### config.mk
export PLATFORM = sky130hd
export DESIGN_NAME = sstl18_dci_hdx_link
export DESIGN_NICKNAME = d
export VERILOG_FILES = /design/src/rtl/sstl18_dci_hdx_link.sv
export SDC_FILE = /design/constraint.sdc
export NUM_CORES = 1
export LEC_CHECK = 0
export ABC_AREA = 0
export CAP_MARGIN = 20
export CORE_ASPECT_RATIO = 0.5
export CORE_MARGIN = 8
export CORE_UTILIZATION = 40
export CTS_BUF_LIST = sky130_fd_sc_hd__clkbuf_8
export DETAILED_ROUTE_END_ITERATION = 12
export PLACE_DENSITY = 0.61
export SYNTH_ARGS = -nofsm -noshare
export SYNTH_HDL_FRONTEND = slang
export SYNTH_SLANG_ARGS = --single-unit
### constraint.sdc
create_clock -name clk -period 3.7 [get_ports clk]
set_clock_uncertainty 0.2 [all_clocks]
set_input_delay 0.555 -clock clk [delete_from_list [all_inputs] [get_ports clk]]
set_output_delay 0.555 -clock clk [all_outputs]
set_load 0.005 [all_outputs]
### src/rtl/sstl18_dci_hdx_link.sv
// Half-duplex single-wire link controller for an SSTL18 DCI bidirectional pad.
// Sends a framed request, releases the line, receives a framed response, then guards the line.
module sstl18_dci_hdx_link #(
  parameter int unsigned WIDTH = 8,
  parameter int unsigned TURN  = 2,
  parameter int unsigned TMO   = 64
) (
  input  logic             clk,
  input  logic             rstn,
  input  logic [WIDTH-1:0] tx_data,
  input  logic             tx_valid,
  output logic             tx_ready,
  output logic [WIDTH-1:0] rx_data,
  output logic             rx_valid,
  output logic             rx_err,
  output logic             busy,
  output logic             pad_i,
  output logic             pad_t,
  input  logic             pad_o
);

  // Wide enough for WIDTH+1, TURN-1 and TMO-1 at their maxima.
  localparam int unsigned CW = 11;

  typedef enum logic [2:0] {StIdle, StDrive, StTurn, StWait, StRecv, StGuard} state_e;

  state_e           state_q, state_d;
  logic [CW-1:0]    cnt_q, cnt_d;
  logic [WIDTH-1:0] tsh_q, tsh_d;
  logic [WIDTH-1:0] rsh_q, rsh_d;
  logic [WIDTH-1:0] rx_data_q, rx_data_d;
  logic             rx_valid_q, rx_valid_d;
  logic             rx_err_q, rx_err_d;
  logic             pad_i_q, pad_i_d;
  logic             pad_t_q;
  logic             tx_ready_q;
  logic             busy_q;

  always_comb begin
    state_d    = state_q;
    cnt_d      = cnt_q;
    tsh_d      = tsh_q;
    rsh_d      = rsh_q;
    rx_data_d  = rx_data_q;
    rx_valid_d = 1'b0;
    rx_err_d   = 1'b0;
    pad_i_d    = 1'b1;
    unique case (state_q)
      StIdle: begin
        if (tx_valid && tx_ready_q) begin
          tsh_d   = tx_data;
          cnt_d   = '0;
          pad_i_d = 1'b0;
          state_d = StDrive;
        end
      end
      StDrive: begin
        // cnt 0..WIDTH-1 emits data MSB first, cnt WIDTH emits stop, cnt WIDTH+1 releases.
        cnt_d = cnt_q + CW'(1);
        if (cnt_q < CW'(WIDTH)) begin
          pad_i_d = tsh_q[WIDTH-1];
          tsh_d   = tsh_q << 1;
        end else if (cnt_q == CW'(WIDTH + 1)) begin
          cnt_d   = '0;
          state_d = StTurn;
        end
      end
      StTurn: begin
        if (cnt_q == CW'(TURN - 1)) begin
          cnt_d   = '0;
          state_d = StWait;
        end else begin
          cnt_d = cnt_q + CW'(1);
        end
      end
      StWait: begin
        // A start bit on the last allowed sample still wins over the timeout.
        if (!pad_o) begin
          cnt_d   = '0;
          state_d = StRecv;
        end else if (cnt_q == CW'(TMO - 1)) begin
          cnt_d    = '0;
          rx_err_d = 1'b1;
          state_d  = StGuard;
        end else begin
          cnt_d = cnt_q + CW'(1);
        end
      end
      StRecv: begin
        if (cnt_q == CW'(WIDTH)) begin
          rx_data_d  = rsh_q;
          rx_valid_d = pad_o;
          rx_err_d   = !pad_o;
          cnt_d      = '0;
          state_d    = StGuard;
        end else begin
          rsh_d = WIDTH'({rsh_q, pad_o});
          cnt_d = cnt_q + CW'(1);
        end
      end
      StGuard: begin
        if (cnt_q == CW'(TURN - 1)) begin
          cnt_d   = '0;
          state_d = StIdle;
        end else begin
          cnt_d = cnt_q + CW'(1);
        end
      end
      default: begin
        cnt_d   = '0;
        state_d = StIdle;
      end
    endcase
  end

  always_ff @(posedge clk) begin
    if (!rstn) begin
      state_q    <= StIdle;
      cnt_q      <= '0;
      tsh_q      <= '0;
      rsh_q      <= '0;
      rx_data_q  <= '0;
      rx_valid_q <= 1'b0;
      rx_err_q   <= 1'b0;
      pad_i_q    <= 1'b1;
      pad_t_q    <= 1'b1;
      tx_ready_q <= 1'b0;
      busy_q     <= 1'b0;
    end else begin
      state_q    <= state_d;
      cnt_q      <= cnt_d;
      tsh_q      <= tsh_d;
      rsh_q      <= rsh_d;
      rx_data_q  <= rx_data_d;
      rx_valid_q <= rx_valid_d;
      rx_err_q   <= rx_err_d;
      pad_i_q    <= pad_i_d;
      pad_t_q    <= (state_d != StDrive);
      tx_ready_q <= (state_d == StIdle);
      busy_q     <= (state_d != StIdle);
    end
  end

  assign tx_ready = tx_ready_q;
  assign rx_data  = rx_data_q;
  assign rx_valid = rx_valid_q;
  assign rx_err   = rx_err_q;
  assign busy     = busy_q;
  assign pad_i    = pad_i_q;
  assign pad_t    = pad_t_q;

endmodule

After elaboration in Yosys (flattened, before gate mapping):

Index checks and enable logic that the tools add are counted.

* bitwise logic cells: 1
* mux-type cells: 27
* equal/unequal tests: 12
* reductions and logical operators: 11
* add/sub/neg operators: 1
* order comparisons: 1

Operator list (number)
* $mux 11: 7
* $pmux 11 s5: 1
* $mux 3: 8
* $eq 11x4->1 const B: 2
* $pmux 3 s6: 1
* $mux 8: 2
* $pmux 8 s2: 1
* $add 11x1->11 const B: 1
* $eq 11x1->1 const B: 1
* $eq 11x6->1 const B: 1
* $lt 11x4->1 const B: 1
* $eq 3x2->1 const B: 2
* $eq 3x3->1 const B: 2
* $logic_not 3->1: 2
* $reduce_and 3->1: 2
* $mux 1: 5
* $ne 2x2->1 const B: 2
* $pmux 1 s2: 2
* $reduce_and 2->1: 2
* $eq 3x1->1 const B: 1
* $ne 3x1->1 const B: 1
* $reduce_bool 3->1: 1
* $reduce_bool 2->1: 1
* $reduce_or 2->1: 1
* 3 further kinds: 3

* flip-flop bits (word level): 44
* logic and storage cells: 64

Longest topological paths before layout:

* word-level depth: 5
* mapped depth: 7

Worst setup path after synthesis:

OpenSTA, ideal clock, no wires.

* kind: input to register
* from: in tx_valid
* to: reg cnt_q[9]
* setup time: 0.086 ns
* path slack: 1.721 ns
* arrival time: 1.693 ns
* required time: 3.414 ns
* cell stages on the path: 4
* path through: a2111oi_1 -> nor4b_1 -> xnor2_1 -> a211oi_1

* longest elaborated chain between the ends: 2

RTL lines
* from (decl): RTL line 11 `input logic tx_valid,`
* $logic_and 1x1->1: RTL line 50 `if (tx_valid && tx_ready_q) begin`
* $ne 2x2->1 (no line)
* to (signal assigned): RTL line 131 `cnt_q <= cnt_d;`
* to (decl): RTL line 28 `logic [CW-1:0] cnt_q, cnt_d;`

No other way between the ends.
A chain may end at the register's enable or synchronous reset.

Worst setup path in the final report:

* from: reg cnt_q[0]
* to: reg cnt_q[0]

* longest elaborated chain between the ends: 4
* elaborated cells on any way between the ends: 13

RTL lines
* $add 11x1->11, or another cell as far along
* $mux 11 (on tied branches): RTL line 81, 63
* $mux 11 (on tied branches): RTL line 78, 60
* $pmux 11 s5 (*): RTL line 48 `unique case (state_q)`

Every way passes the cells marked *; elsewhere a longest branch is shown, timed or not.

==> impl_metrics.yaml <==
floorplanning:
  rows: 19
  dieArea_sq_um: 8490
  num_io_pins: 26
  start_util_pct: 41.4
  die_h_um: 69.3
  coreArea_sq_um: 5490
  die_x_um: 123
clock_network:
  post_cts_buffers: 0
  cts_tree: "done"
  ctsHoldBuffers: 0
  clock_latency_ns: 0.29
  clk_path_buf_depth: 2
  cts-root-buf: "clkbuf_8"
  htree_levels: 2
  cts.sinks: 44
  cts_resized: 0
  path_clk_slew_ns: 0.08
  numCtsBuffers: 5
final_layout:
  nets: 268
  drive_gt1_share_pct: 11.9
  finalInstanceArea_sq_um: 2690
  antenna_cells: 0
  final_cells: 326
  area_growth_pct: 18.4
  post-route-util_pct: 49.0
critical_path:
  start_kind: "flop"
  rr_worst_depth: 5
  r2r-start: "cnt_q[0]"
  regToRegEndpoint: "cnt_q[0]"
  cp_data_required_time_ns: 3.64
  crit_start: "cnt_q[0]"
  worst-setup-path-type: "flop to flop"
  reg2reg_slack_ns: 1.10
  critPathCaptureType: "flop"
  path_max_fanout: 11
  critPathArrivalTime_ns: 2.54
  crit_end: "cnt_q[0]"
job:
  cap_violations: 0
timing:
  period_minus_slack_ns: 2.60
  period_share_pct: 70.3
  rsz0062_at_grt: "false"
  max_freq_ghz: 0.384
  timing.setup.tns_ns: 0
  hold_viol_final: 0
  finalSetupViolCount: 0
  tightest_slew_ns: 0.898
  slew_violations: 0
  max-slew-margin-rel_pct: 40.0
placed_design:
  dp_cells: 319
  gp_congestion: 0.769
  dpl-instance-area_sq_um: 2560
  dp_hpwl_mm: 3.61
  io_buffers: 25
grt:
  grt_max_degree: 40
  grt_pass1_vias: 1821
  grtUsageTotal_pct: 12.7
  antenna_found_initial: 0
  grt_pass1_wl_mm: 8.89
  grt_overflow: 0
pwr:
  totalPowerFinal_mw: 1.07
  p_leak_nw: 0.990
  powerDensity_nw_per_um2: 397
  ir_drop_mv: 0.203
detailed_routing:
  drc: 0
  vias: 1795
  drt_first_pass_iters: 4
  drtIter0Drc: 97
  drt_wl_total_mm: 5.24
  wl_per_cell_um: 16.1
  vias_per_cell: 5.51
  ant_nets: 0
synth:
  synth_top_area_share_pct: 38.8
  ys.flop_type: "dfxtp_1"
  yosys-top-cells-area: "dfxtp_1 39%, mux2i_1 10%, a211oi_1 4.0%"
  synth_area_per_cell_sq_um: 9.71
  synth_top_area_cell: "dfxtp_1"
  ys_warn_count: 0
  synth_cell_types: 55
  ys_ff_latch: 44
  synth_edf_count: 0
  syn_area_sq_um: 2270
  syn_nets: 249
  synthCells: 234
  async_flop_share_pct: 0
  ys_seq_area_share_pct: 38.8
hold_path:
  hold_path_class: "flop to flop"
run_status:
  outcome: "finished, final reports clean"
[sequential cells by signal, indices dropped and copies added, names as in the netlist]
register	cells
rx_valid	1
pad_i	1
tsh_q	8
pad_t	1
cnt_q	11
state_q	3
rx_data	8
tx_ready	1
busy	1
rx_err	1
rsh_q	8
[power by group]
part,total (mW),leakage (nW),internal (mW),switching (mW)
registers,0.506,0.357,0.491,0.0146
logic,0.138,0.569,0.0642,0.0737
clock network,0.424,0.0642,0.266,0.158
total,1.07,0.990,0.821,0.246
[critical path, cell delays in order, from the launching register on]
cell and delay (ns):
dfxtp_1 0.43, ha_1 0.23, nor4b_2 0.48, nand3_1 0.21, a21oi_1 0.71, a211oi_1 0.19
[kinds of logic after synthesis]
group,after synthesis,share of synthesized area [%]
flops,44,38.8
simple gates,79,21.6
compound gates,54,19.7
mux,24,10.6
buf+inv,20,3.80
fa+ha+maj,3,1.65
xor+xnor,10,3.85
[routing by layer]
layer	vias up	track usage [%]	share of wire, %
met3	7	4.47	6.1
li1	910	-	-
met4	0	2.82	0.93
met5	-	0	0
met2	40	20.0	44
met1	838	16.2	49
[through the flow]
stage	setup WS [ns]	hold slack [ns]
after CTS	1.10	0.298
final	1.10	0.288
after detailed placement	0.993	0.287
after global routing	0.916	0.326
after global placement	1.01	0.269
after floorplan	1.72	0.253
[cell type report]
| class | instances | area (sq um) |
|---|---|---|
| clock inverters | 2 | 60.1 |
| fillers | 522 | 2800 |
| well taps | 73 | 91.3 |
| clock buffers | 5 | 68.8 |
| flip-flops and latches | 44 | 881 |
| repair buffers | 27 | 265 |
| inverters | 5 | 18.8 |
| multi-input cells | 170 | 1310 |
[Yosys cell counts, types with 2 or more instances]
cell type,number
dfxtp_1,44
mux2i_1,23
nor2_1,21
a21oi_1,16
a211oi_1,12
clkbuf_1,8
nand2_1,8
nand4_1,8
a211oi_2,7
buf_2,6
nand3_1,6
nor2b_1,6
xnor2_1,5
xor2_1,5
inv_1,4
o21ai_0,4
ha_1,3
nor4b_1,3
a21o_1,2
and3_1,2
and4_1,2
nand2b_1,2
nand3b_1,2
nor3_1,2
nor4_1,2
or2_2,2
[worst min-delay path by stage]
| stage | cells past startpoint | endpoint | slack, ns | startpoint |
|---|---|---|---|---|
| 2_1_floorplan | 2 | tsh_q[0] | 0.25 | tsh_q[0] |
| 3_3_place_gp | 2 | tsh_q[0] | 0.27 | tsh_q[0] |
| 3_5_place_dp | 2 | tsh_q[0] | 0.29 | tsh_q[0] |
| 4_1_cts | 2 | tsh_q[0] | 0.30 | tsh_q[0] |
| 5_1_grt | 2 | rsh_q[7] | 0.33 | rsh_q[7] |
| 6_report | 2 | tsh_q[0] | 0.29 | tsh_q[0] |
[layout by cell type, fill, tap and decap left out, types with 3 or more instances in the layout]
master,Yosys,final
a211oi_1,12,12
a211oi_2,7,7
a21oi_1,16,16
clkbuf_8,0,5
clkdlybuf4s50_1,0,25
dfxtp_1,44,44
ha_1,3,3
inv_1,4,4
mux2i_1,23,23
nand2_1,8,8
nand3_1,6,6
nand4_1,8,8
nor2_1,21,21
nor2b_1,6,6
nor4b_1,3,3
o21ai_0,4,4
xnor2_1,5,5
xor2_1,5,5
Power figures use the tool's default switching activity.
